`src/rtl/razor_pkg.sv`:
```
// Shared Razor stage definitions: FSM state encoding and hold-counter sizing.
package razor_pkg;

  typedef enum logic [1:0] {
    RZ_RUN     = 2'd0,
    RZ_RECOVER = 2'd1,
    RZ_HOLD    = 2'd2
  } rz_state_e;

  localparam int RZ_HOLD_W = 4;

  // HOLD runs HOLD_CYC cycles, counting HOLD_CYC-1 down to 0.
  function automatic logic [RZ_HOLD_W-1:0] hold_init(input int hold_cyc);
    return RZ_HOLD_W'(hold_cyc - 1);
  endfunction

endpackage

```
`src/rtl/razor_reg_n.sv`:
```
// W-bit Razor register slice: posedge main flop, negedge shadow, restore mux and mismatch flag.
module razor_reg_n #(
  parameter int W = 8
) (
  input  logic         clk,
  input  logic         reset,
  input  logic         load,
  input  logic         clr,
  input  logic         restore,
  input  logic         shadow_en,
  input  logic [W-1:0] d,
  output logic [W-1:0] q,
  output logic         mismatch
);

  logic [W-1:0] shadow;

  always_ff @(posedge clk or posedge reset) begin
    if (reset)        q <= '0;
    else if (restore) q <= shadow;
    else if (clr)     q <= '0;
    else if (load)    q <= d;
  end

  // Shadow only follows d in the half-cycle after main captured it, so held/restored
  // contents never compare against an unrelated input.
  always_ff @(negedge clk or posedge reset) begin
    if (reset)          shadow <= '0;
    else if (shadow_en) shadow <= d;
  end

  assign mismatch = |(q ^ shadow);

endmodule

```
`src/rtl/razor_pipe_stage.sv`:
```
// Razor pipeline stage: error detection, in-place correction and upstream stall.
// Optional saturating error counter enabled by RAZOR_ERR_CNT_EN.
module razor_pipe_stage
  import razor_pkg::*;
#(
  parameter int DATA_W    = 32,
  parameter int CTRL_W    = 5,
  parameter int PC_W      = 32,
  parameter int HOLD_CYC  = 1,
  parameter int ERR_CNT_W = 16
) (
  input  logic                 clk,
  input  logic                 reset,
  input  logic                 valid_in,
  input  logic                 stall_in,
  input  logic                 flush_in,
  input  logic [DATA_W-1:0]    data_in,
  input  logic [CTRL_W-1:0]    ctrl_in,
  input  logic [PC_W-1:0]      pc_in,
  output logic [DATA_W-1:0]    data_out,
  output logic [CTRL_W-1:0]    ctrl_out,
  output logic [PC_W-1:0]      pc_out,
  output logic                 valid_out,
  output logic                 error_out,
  output logic                 stall_out,
  output logic [ERR_CNT_W-1:0] err_count
);

  rz_state_e            state, state_nxt;
  logic [RZ_HOLD_W-1:0] hold_cnt, hold_cnt_nxt;
  logic                 flush_pend, flush_pend_nxt;
  logic                 cap_en;
  logic                 run, mismatch, flush_eff, do_flush, do_load;
  logic                 mis_data, mis_cv, mis_pc;
  logic [DATA_W-1:0]    data_q;
  logic [CTRL_W:0]      cv_q;
  logic [PC_W-1:0]      pc_q;

  assign run       = (state == RZ_RUN);
  assign mismatch  = run && cv_q[0] && (mis_data || mis_cv || mis_pc);
  assign flush_eff = flush_in || flush_pend;
  assign do_flush  = run && !mismatch && flush_eff;
  assign do_load   = run && !mismatch && !flush_eff && !stall_in;

  razor_reg_n #(.W(DATA_W)) u_data (
    .clk(clk), .reset(reset), .load(do_load), .clr(1'b0), .restore(mismatch),
    .shadow_en(cap_en), .d(data_in), .q(data_q), .mismatch(mis_data)
  );

  // Valid rides in bit 0 of the control slice so a flush clears both together.
  razor_reg_n #(.W(CTRL_W + 1)) u_ctrl (
    .clk(clk), .reset(reset), .load(do_load), .clr(do_flush), .restore(mismatch),
    .shadow_en(cap_en), .d({ctrl_in, valid_in}), .q(cv_q), .mismatch(mis_cv)
  );

  razor_reg_n #(.W(PC_W)) u_pc (
    .clk(clk), .reset(reset), .load(do_load), .clr(1'b0), .restore(mismatch),
    .shadow_en(cap_en), .d(pc_in), .q(pc_q), .mismatch(mis_pc)
  );

  always_ff @(posedge clk or posedge reset) begin
    if (reset) begin
      state      <= RZ_RUN;
      hold_cnt   <= '0;
      flush_pend <= 1'b0;
      cap_en     <= 1'b0;
    end else begin
      state      <= state_nxt;
      hold_cnt   <= hold_cnt_nxt;
      flush_pend <= flush_pend_nxt;
      cap_en     <= do_load;
    end
  end

  always_comb begin
    state_nxt      = state;
    hold_cnt_nxt   = hold_cnt;
    flush_pend_nxt = flush_pend;
    case (state)
      RZ_RUN: begin
        if (mismatch) begin
          state_nxt      = RZ_RECOVER;
          flush_pend_nxt = flush_pend || flush_in;
        end else if (flush_eff) begin
          flush_pend_nxt = 1'b0;
        end
      end
      RZ_RECOVER: begin
        flush_pend_nxt = flush_pend || flush_in;
        if (HOLD_CYC == 0) begin
          state_nxt = RZ_RUN;
        end else begin
          state_nxt    = RZ_HOLD;
          hold_cnt_nxt = hold_init(HOLD_CYC);
        end
      end
      RZ_HOLD: begin
        flush_pend_nxt = flush_pend || flush_in;
        if (hold_cnt == '0) state_nxt = RZ_RUN;
        else                hold_cnt_nxt = hold_cnt - 1'b1;
      end
      default: state_nxt = RZ_RUN;
    endcase
  end

  assign data_out  = data_q;
  assign ctrl_out  = cv_q[0] ? cv_q[CTRL_W:1] : '0;
  assign pc_out    = pc_q;
  assign valid_out = cv_q[0];
  assign error_out = (state == RZ_RECOVER);
  assign stall_out = !run;

`ifdef RAZOR_ERR_CNT_EN
  logic [ERR_CNT_W-1:0] cnt;

  always_ff @(posedge clk or posedge reset) begin
    if (reset)                        cnt <= '0;
    else if (mismatch && cnt != '1)   cnt <= cnt + 1'b1;
  end

  assign err_count = cnt;
`else
  assign err_count = '0;
`endif

endmodule

```
`config.mk`:
```
export PLATFORM = sky130hd
export DESIGN_NAME = razor_pipe_stage
export DESIGN_NICKNAME = d
export VERILOG_FILES = /design/src/rtl/razor_pkg.sv /design/src/rtl/razor_reg_n.sv /design/src/rtl/razor_pipe_stage.sv
export SDC_FILE = /design/constraint.sdc
export NUM_CORES = 1
export LEC_CHECK = 0
export CAP_MARGIN = 20
export CORE_ASPECT_RATIO = 0.9
export CORE_MARGIN = 10
export CORE_UTILIZATION = 26
export DETAILED_ROUTE_END_ITERATION = 10
export PLACE_DENSITY = 0.51
export SYNTH_ARGS = -nofsm -noshare
export SYNTH_HDL_FRONTEND = slang
export SYNTH_HIERARCHICAL = 1
export SYNTH_SLANG_ARGS = --single-unit
```
`constraint.sdc`:
```
create_clock -name clk -period 2.6 [get_ports clk]
set_input_delay 0.26 -clock clk [delete_from_list [all_inputs] [get_ports clk]]
set_output_delay 0.26 -clock clk [all_outputs]
set_load 0.02 [all_outputs]
```
==> metrics.log <==
INFO  metric leakage = 0.00452 uW
INFO  metric detailedPlace.worstSlack = -1.46 ns
INFO  metric timing_max_transition_violations_final = 0
INFO  metric clk-insertion-delay-late = 0.43 ns
INFO  metric yosys.area.top_type_share = 26.6%
INFO  metric power.density_cell_area = between 1000 and 1500 nW/um^2
INFO  metric max_stage_delay = ~0.43 ns
INFO  metric grt_util_all_layers = 12.3%
INFO  metric detailedPlacementHpwl = 15.9 mm
INFO  metric postRouteAntennaNets = 0
INFO  metric cts_tree = done
INFO  metric top_level_port_count = 162
INFO  metric global_route.overflow_total = 0
INFO  metric htree_levels = 4
INFO  metric root_buf_cell = sky130_fd_sc_hd__clkbuf_16
INFO  metric failed_checks = setup timing
INFO  metric die-height = 180 um
INFO  metric path_common_cell = sky130_fd_sc_hd__buf_12
INFO  metric worst_ep_arrival_time = 4.25 ns
INFO  metric dpl-instance-area = 10,200 sq um
INFO  metric ys_warn_count = 6
INFO  metric numCtsBuffers = 17
INFO  metric routed-via-count = 5,454
INFO  metric final.setup.worst_slack = -1.36 ns
INFO  metric grt_pass1_vias = 5,867
INFO  metric sequential_area_share_after_synthesis = 50.4%
INFO  metric synth-edff-count = 0
INFO  metric worst_setup_hold_path_clk_slew = about 0.06 ns
INFO  metric grt_first_pass_wirelength = roughly 34 mm
INFO  metric critical-path-slowest-cell = sky130_fd_sc_hd__dfrtn_1
INFO  metric routed_wirelength = 21.7 mm
INFO  metric maxCapViolCount = 0
INFO  metric worst_setup_path_startpoint = u_data/shadow[6]
INFO  metric first_iter_violations = 262
INFO  metric remaining_drc_errors = 0
INFO  metric coreArea = roughly 28,000 sq um
INFO  metric grt_antenna_before_repair = 0
INFO  metric clk_path_buf_depth = 2
INFO  metric synthesis.area_per_instance = 11.9 sq um
INFO  metric rows = just under 60
INFO  metric most_instantiated_flip_flop_cell_in_the_synthesis_netlist = sky130_fd_sc_hd__dfrtp_1
INFO  metric gp_congestion = 0.750
INFO  metric design.final.nets = 979
INFO  metric yosys.area.top_type = sky130_fd_sc_hd__dfrtp_1
INFO  metric post_synth_inst_count = a little over 600
INFO  metric share_of_flip_flops_with_an_asynchronous_set_or_reset_after_synthesis = 100%
INFO  metric antenna_cells = 0
INFO  metric syn_to_final_growth = 49.6%
INFO  metric cts_sinks = 148
INFO  metric worst_ir_drop_vdd = about 0.5 mV
INFO  metric timing.clock.skew = 0.0332 ns
INFO  metric start_kind = flop
INFO  metric synth.cells.most_frequent = sky130_fd_sc_hd__dfrtp_1, sky130_fd_sc_hd__nand2_1, sky130_fd_sc_hd__mux2i_1, sky130_fd_sc_hd__dfrtn_1
INFO  metric path_max_fanout = 8
INFO  metric grt_setup_unrepaired = true
INFO  metric timing.final.hold_violations = 0
INFO  metric critical_path_class = flop to flop
INFO  metric post_synth_instance_area = 7350 sq um
INFO  metric port_buffers = between 100 and 150
INFO  metric cts-hold-fix-buffers = 0
INFO  metric pin_count_of_the_biggest_net_entering_global_routing = 36
INFO  metric rr_startpoint = u_data/shadow[6]
INFO  metric hold_crit_path_type = input pin to async pin
INFO  metric final.setup.tns = -93.62 ns
INFO  metric design_area = 11,000 sq um
INFO  metric postSynthRegisterBits = 148
INFO  metric post_synthesis_cell_type_count = 31
INFO  metric fp.dieArea = approximately 35,000 sq um
INFO  metric fillerInstances = 2,684
INFO  metric r2r_setup_slack = -1.36 ns
INFO  metric final_layout_size_suffix_gt1_share = 22.4%
INFO  metric die_w = 197 um
INFO  metric report.final.setup_viol = 74
INFO  metric worstPathRequired = 2.89 ns
INFO  metric critical_path.endpoint_type = flop
INFO  metric status = complete, but fails checks
INFO  metric worstPathCellList = xnor2_1, nand4_1, nor4_2, nand2_1, o31ai_4, nand2_2, nor4_4, buf_4, buf_12, buf_12, mux2i_1, o21ai_2
INFO  metric drt-vias-per-instance = around 4.3
INFO  metric synth_top_cells_by_area = sky130_fd_sc_hd__dfrtp_1, sky130_fd_sc_hd__dfrtn_1, sky130_fd_sc_hd__mux2_1, sky130_fd_sc_hd__mux2i_1, sky130_fd_sc_hd__xnor2_1
INFO  metric initial_core_utilization = between 20% and 30%
INFO  metric detail_route.first_pass.iterations = 4
INFO  metric wl_per_cell = 17.1 um
-- layer usage --
layer / up-vias / global-route usage [%] / wire [um]
met5: - / 0 / 0
met4: 0 / 3.10 / 255
met3: 14 / 3.66 / 1310
met2: 133 / 18.6 / 9530
met1: 2646 / 16.8 / 10600
li1: 2661 / - / -
-- worst max-delay path: cells and delay by family, from the launching register on --
family          cells  cell delay (ns)
simple gates        5             0.96
xor+xnor            1             0.13
compound gates      2             0.36
flops               1             0.43
buf+inv             3             0.45
mux                 1             0.22
-- metrics by stage --
| stage | hold slack (ns) | power [uW] | std cells | utilization (%) |
|---|---|---|---|---|
| 6_report | 0.290 | 11800 | 1271 | 39.4 |
| 5_1_grt | 0.308 | 12600 | 1271 | 39.4 |
| 4_1_cts | 0.299 | 12000 | 1270 | 39.2 |
| 3_5_place_dp | 0.479 | 9160 | 1230 | 36.4 |
| 3_3_place_gp | 0.464 | 9130 | 1230 | 36.4 |
| 2_1_floorplan | 0.0757 | 6610 | 637 | - |
-- registers in the layout (all words and copies together) (netlist names) --
| signal | count |
|---|---|
| u_ctrl/q | 6 |
| cap_en | 1 |
| state | 2 |
| hold_cnt | 4 |
| u_ctrl/shadow | 6 |
| flush_pend | 1 |
| u_pc/q | 32 |
| u_pc/shadow | 32 |
| u_data/q | 32 |
| u_data/shadow | 32 |
-- final cells by class --
cell class	count	area [sq um]	area share, %
Sequential cell	148	3710	33.7
Clock inverter	11	150	1.37
Multi-Input combinational cell	432	3360	30.5
Inverter	9	41.3	0.375
Clock buffer	21	460	4.19
Tap cell	360	450	4.10
Timing Repair Buffer	290	2830	25.7
-- kinds of logic (layout without fill, tap and decap cells) --
group                    after synthesis  after routing  share of synthesized area, %
AO/OA/AOI/OAI                         73             73                          5.46
buffers and inverters                 57            331                          6.08
XOR/XNOR                              70             70                          8.34
multiplexers                         146            146                          21.1
adder cells (fa/ha/maj)                7              7                          1.19
other                                  1             18                        0.0510
AND/OR/NAND/NOR                      118            118                          7.39
flip-flops                           148            148                          50.4
-- final timing paths --
path	endpoint	depth (start not counted)
hold / removal	u_ctrl/q[0]	2
hold reg to reg	u_pc/shadow[26]	1
max in group asynchronous	u_pc/shadow[19]	3
min in group clk	u_pc/shadow[26]	1
setup / recovery	u_data/q[30]	12
setup reg to reg	u_data/q[30]	12
-- timing repair --
item | 4_1_cts | 5_1_grt
resized for setup | 15 | 13
pin swaps | 15 | 4
gates cloned | 2 | 1
endpoints found under the setup margin | 74 | 74
setup buffers | 7 | 4
-- layout by cell type, fill, tap and decap left out, types with 2 or more instances in the layout --
cell type                         Yosys  layout
sky130_fd_sc_hd__o21ai_1             62      68
sky130_fd_sc_hd__xor2_1               4       4
sky130_fd_sc_hd__clkbuf_1             0       2
sky130_fd_sc_hd__nand3_1              3       3
sky130_fd_sc_hd__clkbuf_16            0      18
sky130_fd_sc_hd__inv_1                9       7
sky130_fd_sc_hd__nor2_1               3       2
sky130_fd_sc_hd__mux2_1              66      64
sky130_fd_sc_hd__clkbuf_8             0       2
sky130_fd_sc_hd__mux2_4               0       2
sky130_fd_sc_hd__o21ai_2              2       2
sky130_fd_sc_hd__buf_4               23     119
sky130_fd_sc_hd__clkinv_4             0       2
sky130_fd_sc_hd__buf_12               0      20
sky130_fd_sc_hd__nand4_1             16      16
sky130_fd_sc_hd__or2_4                3       3
sky130_fd_sc_hd__mux2_2               6       6
sky130_fd_sc_hd__nand2_1             78      76
sky130_fd_sc_hd__clkdlybuf4s50_1      0     145
sky130_fd_sc_hd__ha_1                 7       7
sky130_fd_sc_hd__conb_1               1      18
sky130_fd_sc_hd__clkinvlp_4           0       4
sky130_fd_sc_hd__inv_6                0       2
sky130_fd_sc_hd__nor4_2               0       3
sky130_fd_sc_hd__bufinv_16            0       3
sky130_fd_sc_hd__dfrtp_1             78      77
sky130_fd_sc_hd__xnor2_1             66      65
sky130_fd_sc_hd__dfrtn_1             70      70
sky130_fd_sc_hd__nor4_4               0       2
sky130_fd_sc_hd__buf_6               16       4
sky130_fd_sc_hd__and2_1               5       5
sky130_fd_sc_hd__clkinv_2             0       2
sky130_fd_sc_hd__mux2i_1             74      73
-- power breakdown --
part / switching [uW] / total [uW] / internal (uW)
clock: 1010 / 2580 / 1570
sequential: 696 / 3940 / 3240
combinational: 2310 / 5320 / 3010
total: 4020 / 11800 / 7820
No activity file was read; power rests on OpenSTA's default activity.
